$ cat config.mk
export PLATFORM = sky130hd
export DESIGN_NAME = decode_stage
export DESIGN_NICKNAME = d
export VERILOG_FILES = /design/src/rtl/decode_stage.sv
export SDC_FILE = /design/constraint.sdc
export NUM_CORES = 1
export LEC_CHECK = 0
export BUFFER_PORTS_ARGS = -buffer_cell sky130_fd_sc_hd__clkbuf_2
export CAP_MARGIN = 0
export CELL_PAD_IN_SITES_DETAIL_PLACEMENT = 0
export CELL_PAD_IN_SITES_GLOBAL_PLACEMENT = 1
export CORE_ASPECT_RATIO = 1.1
export CORE_UTILIZATION = 35
export DETAILED_ROUTE_END_ITERATION = 10
export GPL_TIMING_DRIVEN = 0
export PLACE_DENSITY_LB_ADDON = 0.1
export SLEW_MARGIN = 20
export SYNTH_ARGS = -nofsm -noshare
export SYNTH_HDL_FRONTEND = slang
export SYNTH_SLANG_ARGS = --single-unit
export TNS_END_PERCENT = 100
$ cat constraint.sdc
create_clock -name clk -period 2.54 [get_ports clk]
set_input_delay 0.254 -clock clk [delete_from_list [all_inputs] [get_ports clk]]
set_output_delay 0.254 -clock clk [all_outputs]
set_load 0.02 [all_outputs]
$ cat src/rtl/decode_stage.sv
// decode_stage: registered instruction decoder with a valid/ready output slot
// and load-use hazard tracking that inserts LOAD_LAT bubbles after a LOAD.
module decode_stage #(
  parameter int D        = 32,
  parameter int RWIDTH   = 6,
  parameter int IMM_IN   = 15,
  parameter int LOAD_LAT = 1
) (
  input  logic              clk,
  input  logic              rst,
  input  logic              flush,
  input  logic              in_valid,
  output logic              in_ready,
  input  logic [D-1:0]      in32,
  output logic              out_valid,
  input  logic              out_ready,
  output logic [RWIDTH-1:0] rs,
  output logic [RWIDTH-1:0] rd,
  output logic [RWIDTH-1:0] rt,
  output logic [IMM_IN-1:0] imm,
  output logic [3:0]        ALUopsel,
  output logic              MUXsel1,
  output logic              MUXsel2,
  output logic              WE1,
  output logic              WE2,
  output logic              illegal,
  output logic              stall
);

  // Field positions, counted down from the MSB (I bit at D-1).
  localparam int RS_LSB = D - 1 - RWIDTH;
  localparam int RD_LSB = RS_LSB - RWIDTH;
  localparam int OP_LSB = RD_LSB - 4;
  localparam int IMM_LO = IMM_IN - RWIDTH;
  localparam logic [3:0] LAT_M1 = 4'(LOAD_LAT - 1);

  typedef struct packed {
    logic [RWIDTH-1:0] rs;
    logic [RWIDTH-1:0] rd;
    logic [RWIDTH-1:0] rt;
    logic [IMM_IN-1:0] imm;
    logic [3:0]        alu;
    logic              mux1;
    logic              mux2;
    logic              we1;
    logic              we2;
    logic              ill;
  } dec_t;

  dec_t              dec_d, dec_q;
  logic              out_valid_q;
  logic [RWIDTH-1:0] pend_rd_q;
  logic              pend_held_q;
  logic [3:0]        haz_cnt_q;

  logic              ins_i;
  logic [3:0]        ins_op;
  logic [RWIDTH-1:0] ins_rs, ins_rt;
  logic              tracking, hit, hazard, xfer_in, xfer_out;

  assign ins_i  = in32[D-1];
  assign ins_op = in32[OP_LSB +: 4];
  assign ins_rs = in32[RS_LSB +: RWIDTH];
  assign ins_rt = in32[IMM_IN-1 -: RWIDTH];

  // Combinational decode of the incoming word; illegal opcodes fall out as NOPs.
  always_comb begin
    dec_d      = '0;
    dec_d.rs   = ins_rs;
    dec_d.rd   = in32[RD_LSB +: RWIDTH];
    dec_d.mux1 = ins_i;
    dec_d.alu  = 4'b0010;
    if (ins_i) begin
      dec_d.imm = in32[IMM_IN-1:0];
    end else begin
      dec_d.rt  = ins_rt;
      dec_d.imm = {{RWIDTH{1'b0}}, in32[IMM_LO-1:0]};
    end
    case (ins_op)
      4'b0000, 4'b0011, 4'b1000, 4'b1001,
      4'b1010, 4'b1011, 4'b1101: dec_d.alu = ins_op;
      4'b0010, 4'b1111:          dec_d.ill = 1'b0;
      4'b0100: begin
        dec_d.mux2 = 1'b1;
        dec_d.we1  = 1'b1;
      end
      4'b0110: begin
        dec_d.mux2 = 1'b1;
        dec_d.we2  = 1'b1;
      end
      default:                   dec_d.ill = 1'b1;
    endcase
  end

  // A LOAD is tracked while it sits in the output slot and for LOAD_LAT-1
  // cycles after it leaves; rt only counts as a source in register mode.
  assign tracking = pend_held_q || (haz_cnt_q != 4'd0);
  assign hit      = (ins_rs == pend_rd_q) || (!ins_i && (ins_rt == pend_rd_q));
  assign hazard   = in_valid && tracking && hit;
  assign in_ready = !rst && !flush && !hazard && (!out_valid_q || out_ready);
  assign stall    = !rst && hazard;
  assign xfer_in  = in_valid && in_ready;
  assign xfer_out = out_valid_q && out_ready;

  // Output slot: load on accept, empty on drain; flush beats any transfer.
  always_ff @(posedge clk) begin
    if (rst) begin
      out_valid_q <= 1'b0;
      dec_q       <= '0;
    end else if (flush) begin
      out_valid_q <= 1'b0;
    end else if (xfer_in) begin
      out_valid_q <= 1'b1;
      dec_q       <= dec_d;
    end else if (xfer_out) begin
      out_valid_q <= 1'b0;
    end
  end

  // Hazard tracker: a newly accepted LOAD restarts tracking from scratch.
  always_ff @(posedge clk) begin
    if (rst) begin
      pend_rd_q   <= '0;
      pend_held_q <= 1'b0;
      haz_cnt_q   <= 4'd0;
    end else if (flush) begin
      pend_held_q <= 1'b0;
      haz_cnt_q   <= 4'd0;
    end else if (xfer_in && dec_d.we1) begin
      pend_rd_q   <= dec_d.rd;
      pend_held_q <= 1'b1;
      haz_cnt_q   <= 4'd0;
    end else if (xfer_out && dec_q.we1) begin
      pend_held_q <= 1'b0;
      haz_cnt_q   <= LAT_M1;
    end else if (!pend_held_q && (haz_cnt_q != 4'd0)) begin
      haz_cnt_q   <= haz_cnt_q - 4'd1;
    end
  end

  assign out_valid = out_valid_q;
  assign rs        = dec_q.rs;
  assign rd        = dec_q.rd;
  assign rt        = dec_q.rt;
  assign imm       = dec_q.imm;
  assign ALUopsel  = dec_q.alu;
  assign MUXsel1   = dec_q.mux1;
  assign MUXsel2   = dec_q.mux2;
  assign WE1       = dec_q.we1;
  assign WE2       = dec_q.we2;
  assign illegal   = dec_q.ill;

endmodule

# ---- Yosys cells after proc, flatten, opt, wreduce, memory -nomap -nowiden
# Cells that the tools add are included.
# W data, S select, Z words.
dict set report totals {
  ff_bits 54
  inputBits 37
}
dict set report op_classes {
  addsub 1
  eq_ne 12
  mux 11
  bitwise_logic 1
  reduce_logical 32
}
# cell n
set op_table {}
lappend op_table {{$eq A4 B4 Y1 const B} 6}
lappend op_table {{$mux W15} 1}
lappend op_table {{$eq A6 B6 Y1} 2}
lappend op_table {{$logic_and A1 B1 Y1} 12}
lappend op_table {{$reduce_or A11 Y1} 1}
lappend op_table {{$eq A4 B2 Y1 const B} 2}
lappend op_table {{$eq A4 B3 Y1 const B} 2}
lappend op_table {{$mux W1} 8}
lappend op_table {{$reduce_or A7 Y1} 1}
lappend op_table {{$logic_not A1 Y1} 6}
lappend op_table {{$mux W6} 1}
lappend op_table {{$logic_not A4 Y1} 1}
lappend op_table {{$mux W4} 1}
lappend op_table {{$reduce_and A2 Y1} 2}
lappend op_table {{$reduce_bool A2 Y1} 2}
lappend op_table {{$reduce_bool A4 Y1} 1}
lappend op_table {{$reduce_or A2 Y1} 2}
lappend op_table {{$reduce_or A4 Y1} 1}
lappend op_table {{$sub A4 B1 Y4 const B} 1}
lappend op_table {{$logic_or A1 B1 Y1} 3}
lappend op_table {{$not A1 Y1} 1}

# ---- Logic depth before layout (Yosys ltp)
# Gate-level depths: netlist (run 1).
dict set report logic_depth {
  ltp_word 10
  depth_mapped 8
  ltp_nobuf 7
}

# ---- Least setup slack after synthesis (run 1)
# No wires, ideal clock.
dict set report synth_path {
  path_kind {register to register}
  start {reg haz_cnt_q[0]}
  end {reg dec_q, in the netlist ALUopsel[2]}
  setup_ps 70
  t_arrival_ps 2007
  required_time_ps 2470
  slack_ps 462
  stages_incl_launch_ff 8
  path_buffers 1
  synth_period_minus_slack_ps 2078
  cell_sequence {dfxtp_1 -> inv_1 -> ha_1 -> or4b_4 -> a31o_1 -> buf_2 -> or4_1 -> a21oi_1}
}
dict set report synth_between {
  elab_chain_len 9
}
# element line
set synth_lines {}
lappend synth_lines {{start, declared} 54} ;# logic [3:0] haz_cnt_q;
lappend synth_lines {{start signal, assigned} 137} ;# haz_cnt_q <= haz_cnt_q - 4'd1;
lappend synth_lines {{$reduce_bool A4 Y1} 97} ;# assign tracking = pend_held_q || (haz_cnt_q != 4'd0);
lappend synth_lines {{$logic_or A1 B1 Y1} 97}
lappend synth_lines {{$logic_and A1 B1 Y1 (2 in a row)} 99} ;# assign hazard = in_valid && tracking && hit;
lappend synth_lines {{$logic_not A1 Y1} 100} ;# assign in_ready = !rst && !flush && !hazard && (!out_valid_q || out_ready);
lappend synth_lines {{$logic_and A1 B1 Y1 (2 in a row)} 100}
lappend synth_lines {{$logic_and A1 B1 Y1} 102} ;# assign xfer_in = in_valid && in_ready;
lappend synth_lines {{$reduce_and A2 Y1 (no line)} -}
lappend synth_lines {{end signal, assigned} 109} ;# dec_q <= '0;
lappend synth_lines {{end signal, assigned} 114} ;# dec_q <= dec_d;
lappend synth_lines {{end, declared} 50} ;# dec_t dec_d, dec_q;
# No other way between the ends.
# A chain may end at the register's enable or synchronous reset.

# ---- Final worst setup path (run 1)
dict set report layout_path {
  start {reg pend_rd_q[2]}
  end {out stall}
}
dict set report layout_between {
  elab_chain_len 5
}
# element line
set layout_lines {}
lappend layout_lines {{start, declared} 52} ;# logic [RWIDTH-1:0] pend_rd_q;
lappend layout_lines {{start signal, assigned} 130} ;# pend_rd_q <= dec_d.rd;
lappend layout_lines {{$eq A6 B6 Y1} 98} ;# assign hit = (ins_rs == pend_rd_q) || (!ins_i && (ins_rt == pend_rd_q));
lappend layout_lines {{$logic_and A1 B1 Y1} 98}
lappend layout_lines {{$logic_or A1 B1 Y1 (*)} 98}
lappend layout_lines {{$logic_and A1 B1 Y1 (*)} 99}
lappend layout_lines {{$logic_and A1 B1 Y1 (*)} 101} ;# assign stall = !rst && hazard;
lappend layout_lines {{end, declared} 27} ;# output logic stall
# Mark *: on every way between the ends. The rest lies on a longest branch, timed or not.

==> out/metrics.cfg, run 1 <==
[run_status]
outcome=finished, final reports clean

[clock_network]
cts_sinks=54
htreeDepth=2
cts_inserted_buffers=5
cts_hold_buf=0
cts_tree=built
ctsResizeCount=0
cts_setup_buffers=0
clock-root-buffer=clkbuf_8
clkLatencyLatePin_ps=320
clkSlewWorstSetupHoldPaths_ps=100
clk_path_buf_depth=2

[die]
coreArea_um2=6590
io_pins=82
die_area_um2=7170
die_y_um=88.7
die_w_um=80.8
initial_core_util_pct=36.3
num_rows=31

[critical_path]
end_kind=output port
endpoint=stall
r2r_end=rs[2]
worstPathArrival_ps=2100
critical_path.startpoint=pend_rd_q[2]
reg2regPathDepth=8
cp_slowest_cell=dfxtp_1
r2r_start=haz_cnt_q[0]
crit_buf_inv=1
crit_chain=xnor2_1 > nand4_1 > or3_1 > a21oi_1 > nor2b_1 > clkbuf_2
cpPeakStageDelay_ps=420
critPathKind=flop to output port
start_kind=flop
crit_family=simple AND/OR/NAND/NOR gates
required_ps=2290
reg2reg_setup_slack_ps=240
path_max_fanout=5
cp.depth=6

[yosys]
synth.cell_area_um2=2390
synth_fa_ha_area_share_pct=1.05
synth_edf_count=0
synth.area.mux_share_pct=0.889
synth_top_flop_cell=dfxtp_1
synth_compound_area_share_pct=23.7
netlist_instances=292
synth_fp_nets=331
async_flop_share_pct=0
synth_top_family_by_area=compound AO/OA/AOI/OAI gates
ys_seq_area_share_pct=45.2
syn_avg_cell_area_um2=8.19
ys_ff_latch=54
synth_xor_area_share_pct=5.13
synth-simple-area-share_pct=18.9
yosys_warnings=0
ys_types=33

[cells_and_area]
final_nets=419
fill_cells=723
fin_cells=463
area_delta_synth_final_pct=26.1
fin_area_um2=3020
final_core_util_pct=45.7
multi_input_area_um2=1190
regArea_um2=1080
diodes=0
drive_gt1_share_pct=25.7

[drt]
vias=2409
via_per_inst=5.20
drc=0
drt-initial-drc-count=59
wl_per_cell_um=15.4
antenna_left=0
drt-total-wl_mm=7.13
dr.pass1.iters=4

[sta]
fin_crit_sh_pct=92.8
layout_setup_ws_ps=184
worst_pin_slew_ps=557
hold_slack_ps=156
finalSetupViolCount=0
hold_viol_final=0
slew_headroom_pct=62.6
fin_skew_ps=7.91
rsz0062_at_grt=no
min_period_ps=2360
final_max_slew_viol_count=0
clock.fmax_ghz=0.424
fin_setup_tns_ps=0

[placed_design]
post-place-ws_ps=110
placed_cells=455
place_hpwl_mm=5.33
placed_cell_area_um2=2900
place_congestion=0.711
io_buffers=81

[global_routing]
grt_usage_pct=20.1
overflow=0
antenna_found_initial=0
grt_first_pass_wirelength_mm=10.7
grt_pass1_vias=2159
grt_max_degree=18

[power]
power_mw=2.09
ir_drop_mv=0.759
p_leak_nw=1.19
power_density_nw_per_um2=692

[run]
cap_violations=0

[worst_hold_path]
hp-class=input port to flop

## registers in the layout, indices dropped and copies added, names as in the netlist, 4 cells and up
signal and count:
imm 15, pend_rd_q 6, rd 6, rs 6, rt 6, ALUopsel 4
haz_cnt_q 4
## how the worst min path moves through the flow
stage / startpoint / endpoint / slack, ps / cells past startpoint
floorplan: in32[21] / pend_rd_q[2] / 380 / 2
global placement: imm[3] / imm[3] / 460 / 2
detailed placement: imm[3] / imm[3] / 470 / 2
CTS: in32[3] / imm[3] / 150 / 3
global route: in32[6] / imm[6] / 150 / 3
finish: in32[5] / imm[5] / 160 / 3
## cells in the mapped netlist, types with 2 or more instances
cell type,count,area share (%)
dfxtp_1,54,45
buf_2,5,1.0
nor3_1,4,0.84
xor2_1,6,2.2
nand2b_1,4,1.0
o21ai_0,50,10
nand4_1,8,2.1
nand3_1,32,6.7
inv_1,7,1.1
o21a_1,2,0.63
nand2_1,10,1.6
a31oi_1,2,0.52
ha_1,2,1.0
a21oi_1,49,10
xnor2_1,8,2.9
nor2_1,5,0.78
buf_1,2,0.31
clkbuf_1,17,2.7
nand4b_1,7,2.6
nor2b_1,4,1.0
nor4_1,2,0.52
## layout make-up
type                            instances  area share (%)
Inverter                                7           0.871
Clock buffer                            5            2.28
Timing Repair Buffer                   81            13.4
Buffer                                 24            3.28
Sequential cell                        54            35.8
Tap cell                               82            3.40
Clock inverter                          3            1.49
Multi-Input combinational cell        207            39.4
## routing by layer
metal / part of all wire (%) / vias to the layer above / global-route usage (%)
li1: - / 1226 / -
met4: 1.2 / 0 / 6.33
met1: 46 / 1125 / 25.8
met3: 3.6 / 6 / 4.02
met2: 49 / 52 / 33.6
met5: 0 / - / 0
## worst reg2reg max path, stage by stage (launching register included)
cell      delay [ps]
dfxtp_1          320
inv_1            110
ha_1             170
or4b_4           500
nand4b_1         210
o21a_1           180
clkbuf_1         440
nand3_1          160
a21oi_1          150
## kinds of logic (layout without fill, tap and decap cells)
| logic type | after synthesis | in the layout |
|---|---|---|
| AOI/OAI and AO/OA | 108 | 108 |
| xor gates and xnor gates | 14 | 14 |
| adders and majority gates | 2 | 2 |
| and+or+nand+nor | 81 | 81 |
| muxes | 2 | 2 |
| DFF | 54 | 54 |
| buffers and inverters | 31 | 120 |
## placed cells by master, fill, tap and decap left out, drive strengths merged, types with 2 or more instances in the layout
master    instances
ha                2
o21ai            50
xor2              6
dfxtp            54
nand3            32
a21oi            49
nand4b            7
inv               7
buf               5
nor4              2
nor2b             4
nand2b            4
nand2            10
clkinvlp          2
a31oi             2
o21a              2
nand4             8
nor3              4
nor2              5
clkbuf          105
xnor2             8
## report_power, final
group	switching [mW]	internal [mW]	leakage, nW
registers	0.0309	0.896	0.437
logic	0.314	0.251	0.700
clock network	0.303	0.294	0.0504
total	0.648	1.44	1.19
No activity file was read; power rests on OpenSTA's default activity.
==> run 2, diff against run 1 <==
Settings changed: GPL_ROUTABILITY_DRIVEN from default to 0, PLACE_DENSITY from default to 0.89, PLACE_DENSITY_LB_ADDON 0.1 to default, SKIP_CTS_REPAIR_TIMING from default to 1.
==> run 2 against run 1 <==
Effect of this change: fmax up 0.35%; cell count unchanged; via count rose by 2.5%; total power is 5.7% lower; cell area down 0.79%; sequential share of layout area grew 0.28 points; global-route usage decreased by 0.85 points; critical endpoint unchanged; highest routed layer unchanged.
==> out/metrics.cfg, run 2 (synthesis gave the netlist of run 1 again) <==
[run_status]
outcome=finished, final reports clean  ; unchanged

[die]
io_pins=82  ; unchanged
coreArea_um2=6590  ; unchanged
num_rows=31  ; unchanged
die_area_um2=7170  ; unchanged
die_w_um=80.8  ; unchanged
die_y_um=88.7  ; unchanged
initial_core_util_pct=36.3  ; unchanged

[cells_and_area]
final_cell_mix=clkbuf_2 (83), dfxtp_1 (54), a21oi_1 (49), o21ai_0 (49), nand3_1 (32)  ; unchanged
drive_gt1_share_pct=25.7  ; unchanged
largest_reg_flops=15  ; unchanged
area_delta_synth_final_pct=25.1  ; was 26.1%
final_common_cell=clkbuf_2  ; unchanged
diodes=0  ; unchanged
final_nets=419  ; unchanged

[critical_path]
r2r_end=rs[1]  ; was rs[2]
reg2regPathDepth=8  ; unchanged
critical_path.startpoint=pend_rd_q[2]  ; unchanged
endpoint=stall  ; unchanged
worstPathArrival_ps=2090  ; was 2100 ps
path_max_fanout=5  ; unchanged
r2r_start=haz_cnt_q[0]  ; unchanged
required_ps=2290  ; about the same
critPathKind=flop to output port  ; unchanged
start_kind=flop  ; unchanged
reg2reg_setup_slack_ps=240  ; about the same
end_kind=output port  ; unchanged

[sta]
worst_pin_slew_ps=593  ; was 557 ps
fin_setup_tns_ps=0  ; unchanged
layout_setup_ws_ps=192  ; was 184 ps
min_period_ps=2350  ; was 2360 ps
slew_headroom_pct=60.2  ; was 62.6%
final_max_slew_viol_count=0  ; unchanged
rsz0062_at_grt=no  ; unchanged
clock.fmax_ghz=0.426  ; was 0.424 GHz
hold_viol_final=0  ; unchanged
fin_crit_sh_pct=92.4  ; was 92.8%
finalSetupViolCount=0  ; unchanged
fin_skew_ps=9.04  ; was 7.91 ps

[clock_network]
htreeDepth=2  ; unchanged
clock-root-buffer=clkbuf_8  ; unchanged
clkSlewWorstSetupHoldPaths_ps=100  ; about the same
clkLatencyLatePin_ps=310  ; was 320 ps
cts_inserted_buffers=5  ; unchanged
cts_tree=built  ; unchanged
clk_path_buf_depth=2  ; unchanged
cts_sinks=54  ; unchanged

[power]
ir_drop_mv=0.484  ; was 0.759 mV
power_density_nw_per_um2=658  ; was 692 nW/µm²
p_leak_nw=1.18  ; was 1.19 nW

[drt]
drt-total-wl_mm=6.81  ; was 7.13 mm
wl_per_cell_um=14.7  ; was 15.4 µm
drt-initial-drc-count=128  ; was 59
antenna_left=0  ; unchanged
via_per_inst=5.33  ; was 5.20
vias=2470  ; was 2409
dr.pass1.iters=4  ; unchanged
drc=0  ; unchanged

[global_routing]
grt_usage_pct=19.2  ; was 20.1%
overflow=0  ; unchanged
grt_pass1_vias=2197  ; was 2159
antenna_found_initial=0  ; unchanged
grt_first_pass_wirelength_mm=10.6  ; was 10.7 mm
grt_max_degree=18  ; unchanged

[placed_design]
io_buffers=81  ; unchanged
place_hpwl_mm=5.14  ; was 5.33 mm
post-place-ws_ps=141  ; was 110 ps

[worst_hold_path]
hp-class=input port to flop  ; unchanged

[run]
cap_violations=0  ; unchanged

==> run 2: cell type report <==
class                   instances  area [µm²]
multi-input cells             207        1190
repair buffers                 81         405
inverters                       7        26.3
clock buffers                   5        68.8
fillers                       714        3600
plain buffers                  24        98.8
clock inverters                 3        21.3
well taps                      82         103
flip-flops and latches         54        1080
==> run 2: routing by layer <==
layer / global-route usage, % / share of wire [%] / vias to the layer above / wire length, µm
met2: 31.0 / 47 / 81 / 3220
met1: 24.8 / 45 / 1153 / 3070
met5: 0 / 0 / - / 0
met3: 4.23 / 6.0 / 11 / 411
li1: - / - / 1225 / -
met4: 7.63 / 1.5 / 0 / 105
==> run 2: power by group <==
part / switching, mW / internal [mW] / total (mW)
logic: 0.307 / 0.250 / 0.557
clock network: 0.291 / 0.194 / 0.485
registers: 0.0318 / 0.896 / 0.928
==> run 2: metrics by stage <==
step | utilization [%] | instances | hold WS [ps] | power (mW) | instance area [µm²]
after global routing | 45.4 | 463 | 158 | 2.07 | 2990
final | 45.4 | 463 | 162 | 1.97 | 2990
after detailed placement | 44.0 | 455 | 467 | 1.50 | 2900
after global placement | 44.0 | 455 | 464 | 1.49 | 2900
after CTS | 45.4 | 463 | 163 | 1.98 | 2990
after floorplan | - | 292 | 384 | 1.36 | 2390
==> run 2: worst min path at each step <==
stage          startpoint           end  slack (ps)  cells past startpoint
2_1_floorplan    in32[21]  pend_rd_q[2]         380                      2
3_3_place_gp       imm[1]        imm[1]         460                      2
3_5_place_dp        rs[5]         rs[5]         470                      2
4_1_cts           in32[8]        imm[8]         160                      3
5_1_grt           in32[8]        imm[8]         160                      3
6_report          in32[8]        imm[8]         160                      3
==> run 2: critical path, cell delays in order, from the launching register on <==
cell      delay [ps]
dfxtp_1          430
xnor2_1          150
nand4_1          230
or3_1            400
a21oi_1          180
nor2b_1          210
clkbuf_2         190
